**src/rtl/change_dispenser.sv**
```systemverilog
// change_dispenser: pays a change amount greedily (10, 5, 2, 1) from coin hoppers.
// Ports:
//   clk, rst_n (synchronous, active-high despite the name)
//   start/amount        : one-cycle request to pay amount (IDLE only)
//   empty_10..empty_1   : hopper empty flags, sampled at each coin selection
//   clr                 : leaves FAULT back to IDLE
//   eject_10..eject_1   : solenoid pulses, EJECT_HI cycles each, at most one high
//   busy, done, fault   : status (done is a one-cycle pulse, fault a level)
//   remaining           : amount still owed
//   coin_count          : coins ejected in this/last payment, saturating at 15
module change_dispenser #(
    parameter int AMT_W     = 7,
    parameter int EJECT_HI  = 2,
    parameter int EJECT_GAP = 2
) (
    input  logic             clk,
    input  logic             rst_n,
    input  logic             start,
    input  logic [AMT_W-1:0] amount,
    input  logic             empty_10,
    input  logic             empty_5,
    input  logic             empty_2,
    input  logic             empty_1,
    input  logic             clr,
    output logic             eject_10,
    output logic             eject_5,
    output logic             eject_2,
    output logic             eject_1,
    output logic             busy,
    output logic             done,
    output logic             fault,
    output logic [AMT_W-1:0] remaining,
    output logic [3:0]       coin_count
);
    typedef enum logic [2:0] {IDLE, SELECT, EJECT, GAP, DONE, FAULT} state_t;

    state_t           state, state_nx;
    logic [AMT_W-1:0] rem_nx, d_val;
    logic [3:0]       cc_nx, sel, sel_nx, pick;
    logic [7:0]       cnt, cnt_nx;
    logic             ok10, ok5, ok2, ok1;

    // sel/pick are one-hot {10, 5, 2, 1}
    assign ok10  = !empty_10 && remaining >= AMT_W'(10);
    assign ok5   = !empty_5  && remaining >= AMT_W'(5);
    assign ok2   = !empty_2  && remaining >= AMT_W'(2);
    assign ok1   = !empty_1  && remaining >= AMT_W'(1);
    assign pick  = ok10 ? 4'b1000 : ok5 ? 4'b0100 : ok2 ? 4'b0010 : ok1 ? 4'b0001 : 4'b0000;
    assign d_val = sel[3] ? AMT_W'(10) : sel[2] ? AMT_W'(5) : sel[1] ? AMT_W'(2) : AMT_W'(1);

    always_comb begin
        state_nx = state;
        rem_nx   = remaining;
        cc_nx    = coin_count;
        cnt_nx   = cnt;
        sel_nx   = sel;
        case (state)
            IDLE: if (start) begin
                rem_nx   = amount;
                cc_nx    = 4'd0;
                state_nx = SELECT;
            end
            SELECT: begin
                cnt_nx   = 8'd0;
                sel_nx   = pick;
                state_nx = remaining == '0 ? DONE : pick != 4'b0000 ? EJECT : FAULT;
            end
            EJECT: if (cnt == 8'(EJECT_HI - 1)) begin
                cnt_nx   = 8'd0;
                rem_nx   = remaining - d_val;
                cc_nx    = coin_count == 4'd15 ? 4'd15 : coin_count + 4'd1;
                state_nx = GAP;
            end else begin
                cnt_nx = cnt + 8'd1;
            end
            GAP: if (cnt == 8'(EJECT_GAP - 1)) begin
                cnt_nx   = 8'd0;
                state_nx = SELECT;
            end else begin
                cnt_nx = cnt + 8'd1;
            end
            DONE:    state_nx = IDLE;
            FAULT:   state_nx = clr ? IDLE : FAULT;
            default: state_nx = IDLE;
        endcase
    end

    // Outputs are registered from the next-state values so they line up with the state register.
    always_ff @(posedge clk) begin
        if (rst_n) begin
            state      <= IDLE;
            cnt        <= 8'd0;
            sel        <= 4'b0000;
            remaining  <= '0;
            coin_count <= 4'd0;
            {eject_10, eject_5, eject_2, eject_1} <= 4'b0000;
            busy       <= 1'b0;
            done       <= 1'b0;
            fault      <= 1'b0;
        end else begin
            state      <= state_nx;
            cnt        <= cnt_nx;
            sel        <= sel_nx;
            remaining  <= rem_nx;
            coin_count <= cc_nx;
            {eject_10, eject_5, eject_2, eject_1} <= state_nx == EJECT ? sel_nx : 4'b0000;
            busy       <= state_nx != IDLE;
            done       <= state_nx == DONE;
            fault      <= state_nx == FAULT;
        end
    end
endmodule

```
**config.mk**
```make
export PLATFORM = sky130hd
export DESIGN_NAME = change_dispenser
export DESIGN_NICKNAME = d
export VERILOG_FILES = /design/src/rtl/change_dispenser.sv
export SDC_FILE = /design/constraint.sdc
export NUM_CORES = 1
export LEC_CHECK = 0
export CAP_MARGIN = 15
export CORE_UTILIZATION = 47
export CTS_CLUSTER_DIAMETER = 80
export DETAILED_ROUTE_END_ITERATION = 16
export PLACE_DENSITY = 0.76
export SYNTH_ARGS = -nofsm -noshare
export SYNTH_HDL_FRONTEND = slang
export SYNTH_SLANG_ARGS = --single-unit
```
**constraint.sdc**
```tcl
create_clock -name clk -period 1.96 [get_ports clk]
set_input_delay 0.49 -clock clk [delete_from_list [all_inputs] [get_ports clk]]
set_output_delay 0.49 -clock clk [all_outputs]
set_load 0.02 [all_outputs]
```
==> impl_metrics.toml <==
[outcome]
outcome = "complete, no violations"

[power]
power.static_leakage_nw = 0.9313
worst_ir_drop_vdd_mv = 0.6794
powerDensity_nw_per_um2 = 1080
total_power_mw = 2.644

[clock_network]
numCtsBuffers = 5
clkSinkCount = 33
maximum_count_of_clock_buffers_along_a_single_path = 2
cts_root_buffer = "clkbuf_8"
clock_tree_from_tritoncts = "built"
ctsHoldBuffers = 0
clk_pin_slew_ns = 0.07
latest_clock_arrival_within_the_worst_skew_pair_ns = 0.29
cts-htree-levels = 2

[timing]
timing.final.setup_violations = 0
worst_slew_pin_slew_ns = 0.3919
final-max-slew-violation-count = 0
fin_tns_setup_ns = 0
fmax_ghz = 0.5204
grt_setup_unrepaired = "yes"
timing.final.hold_violations = 0
max_slew_margin = 0.7371
clock-skew-final_ns = 0.003071
layout_worst_path_cycle_share = 0.9804
final_period_minus_worst_setup_slack_ns = 1.922

[global_routing]
grt_util_met1 = 0.2940
global_route_wire_length_before_repair_mm = 7.031
first_global_vias = 1558
grt_remaining_overflow = 0
maximum_number_of_pins_on_one_net_before_global_route_repair = 16
grtUsageTotal = 0.2213
grt_antenna_before_repair = 0
met2_usage = 0.3497
grt.busiest_layer = "met2"
grt_use_met3 = 0.05357

[critical_path]
critPathSlowestCell = "fa_2"
cp-start-kind = "flop"
cp.arrival_ns = 2.15
critical_path.top_delay_family = "compound AO/OA/AOI/OAI gates"
critical_path.reg2reg.endpoint = "remaining[6]$_SDFFE_PP0P_"
critical_path_required_ns = 2.18
timing.critical_path.cells = "inv_2, a21oi_4, ha_2, inv_2, fa_2, a21o_1, a21oi_4, nand3_2, a21o_1, a21oi_2"
worst-path-buf-inv = 2
launch_point_of_the_worst_reg_to_reg_path = "sel[2]$_SDFF_PP0_"
critical_path_depth = 10
timing.reg2reg.setup_slack_ns = 0.04
crit_path_max_fanout = 4
critical_path_class = "flop to flop"
crit_path_end_kind = "flop"
critPathCapture = "remaining[6]$_SDFFE_PP0P_"
crit_path_max_incr_delay_ns = 0.36
worstRegToRegCells = 10
setup.worst_path.start = "sel[2]$_SDFF_PP0_"

[route]
final_antenna_net_count = 0
avgViaCountPerCell = 5.638
postRouteWirelength_mm = 4.151
wl_per_cell_um = 13.05
detailedRoute.firstIterationViolations = 61
1st_pass_router_iterations = 4
route.vias.total = 1793
remaining_drc_errors = 0

[min_path]
timing.hold.worst.class = "flop to flop"

[floorplanning]
die_h_um = 63.79
die_x_um = 63.79
floorplan.die_area_um2 = 4069
floorplan.initialDensity = 0.4901
coreArea_um2 = 3661
ioPinCount = 33
floorplan.rows = 22

[finish]
layout-drive-gt1-share = 0.1667
fill_cells = 306
util_after_layout = 0.6688
final-seq-area_um2 = 665.6
final_net_count = 292
antennaDiodeCount = 0
multi_input_comb_area_um2 = 1121
syn_to_final_growth_pct = 36.47

[place]
gp_congestion = 0.8485
placement.io_buffers = 32
place_hpwl_mm = 2.918

[logic_synthesis]
synth-seq-area-share = 0.3682
ys.warnings.count = 0
postSynth.asyncResetShare = 0
synth_area_um2 = 1794
synth_cell_type_count = 44
syn_inst = 225
syn_avg_cell_area_um2 = 7.974
synth-main-ff-cell = "dfxtp_1"
synth_edf_count = 0
postSynthNetCount = 248
yosys_register_bits = 33

[job]
cap_viol_max_count = 0
==> layout make-up <==
| class | instances | share of cell area |
|---|---|---|
| Clock buffer | 5 | 0.02810 |
| Inverter | 9 | 0.01380 |
| Timing Repair Buffer | 47 | 0.1773 |
| Clock inverter | 3 | 0.02657 |
| Multi-Input combinational cell | 173 | 0.4578 |
| Sequential cell | 33 | 0.2718 |
| Tap cell | 48 | 0.02453 |
==> power breakdown <==
group / total (mW) / switching, mW / internal [mW]
logic: 1.06 / 0.578 / 0.487
registers: 0.820 / 0.0825 / 0.737
clock network: 0.760 / 0.255 / 0.505
total: 2.64 / 0.915 / 1.73
==> worst min-delay path by stage <==
stage                        start                   to  depth (start not counted)
2_1_floorplan    sel[0]$_SDFF_PP0_    sel[0]$_SDFF_PP0_                          2
3_3_place_gp     sel[0]$_SDFF_PP0_    sel[0]$_SDFF_PP0_                          2
3_5_place_dp     sel[0]$_SDFF_PP0_    sel[0]$_SDFF_PP0_                          2
4_1_cts        cnt[2]$_SDFFE_PP0P_  cnt[2]$_SDFFE_PP0P_                          2
5_1_grt        cnt[2]$_SDFFE_PP0P_  cnt[2]$_SDFFE_PP0P_                          2
6_report       cnt[2]$_SDFFE_PP0P_  cnt[2]$_SDFFE_PP0P_                          2
==> metrics by stage <==
step / instances / cell area [µm²] / hold slack [ns] / setup WS (ns)
global route: 318 / 2449 / 0.5082 / -0.05402
CTS: 317 / 2396 / 0.4864 / -0.0004456
detailed placement: 308 / 2242 / 0.4752 / -0.1616
finish: 318 / 2449 / 0.4883 / 0.03838
global placement: 308 / 2242 / 0.4662 / -0.1327
floorplan: 225 / 1807 / 0.4430 / 0.01597
==> cell usage after synthesis, types with 2 or more instances <==
master	n	area [µm²]
a41oi_1	2	17.52
nor2_1	26	97.59
or3b_2	2	17.52
a211oi_1	5	37.54
dfxtp_1	33	660.6
clkbuf_1	6	22.52
nand3_1	5	25.02
a21oi_1	29	145.1
a21o_1	7	52.55
ha_1	7	87.58
a32oi_1	2	17.52
o21ai_0	11	55.05
a31oi_1	4	25.02
inv_1	9	33.78
nor4_1	2	12.51
nand3b_1	4	30.03
buf_2	4	20.02
nor2b_1	3	18.77
and3_1	3	18.77
nand2_1	20	75.07
or3_1	2	12.51
a311oi_1	3	26.28
nor3_1	15	75.07
==> worst min-delay path, delay by kind of cell, from the launching register on <==
family          cells  cell delay [ns]
simple gates        1             0.06
compound gates      1             0.05
flops               1             0.33
==> cell usage in the layout (no fill, tap or decap), types with 3 or more instances in the layout <==
master | synthesis | routed
clkdlybuf4s50_1 | 0 | 30
dfxtp_1 | 33 | 29
nor2_1 | 26 | 26
a21oi_1 | 29 | 26
nand2_1 | 20 | 20
buf_4 | 0 | 15
nor3_1 | 15 | 14
o21ai_0 | 11 | 8
inv_1 | 9 | 7
a21o_1 | 7 | 7
ha_1 | 7 | 6
a211oi_1 | 5 | 5
clkbuf_8 | 0 | 5
o21ai_1 | 1 | 4
nand3_1 | 5 | 4
a31oi_1 | 4 | 4
nand3b_1 | 4 | 4
dfxtp_2 | 0 | 4
nor2b_1 | 3 | 3
and3_1 | 3 | 3
a311oi_1 | 3 | 3
==> layer usage <==
metal | vias up | wire, µm
li1 | 910 | -
met1 | 841 | 1991
met5 | - | 0
met3 | 5 | 169
met4 | 0 | 46
met2 | 37 | 1944
==> repair_timing <==
| item | in CTS | in global routing |
|---|---|---|
| gates resized for setup | 6 | 13 |
| setup endpoints to repair | 3 | 17 |
| pin swaps | 8 | 4 |
| buffers inserted | 1 | 1 |
| hold endpoints to repair | 0 | 0 |
| cloned | 0 | 0 |
==> flip-flops by register name (all words and copies together), names as in the netlist <==
signal / flops
busy: 1
cnt: 8
coin_count: 4
done: 1
eject_1: 1
eject_10: 1
eject_2: 1
eject_5: 1
fault: 1
remaining: 7
sel: 4
state: 3
==> cells by family after synthesis <==
logic type / Yosys count / synth area share
AO/OA/AOI/OAI: 72 / 0.2566
XOR/XNOR: 1 / 0.004882
adder cells (fa/ha/maj): 8 / 0.05997
buffers and inverters: 19 / 0.04254
flip-flops: 33 / 0.3682
multiplexers: 1 / 0.005579
AND/OR/NAND/NOR: 91 / 0.2622
(Power assumes the default switching activity.)
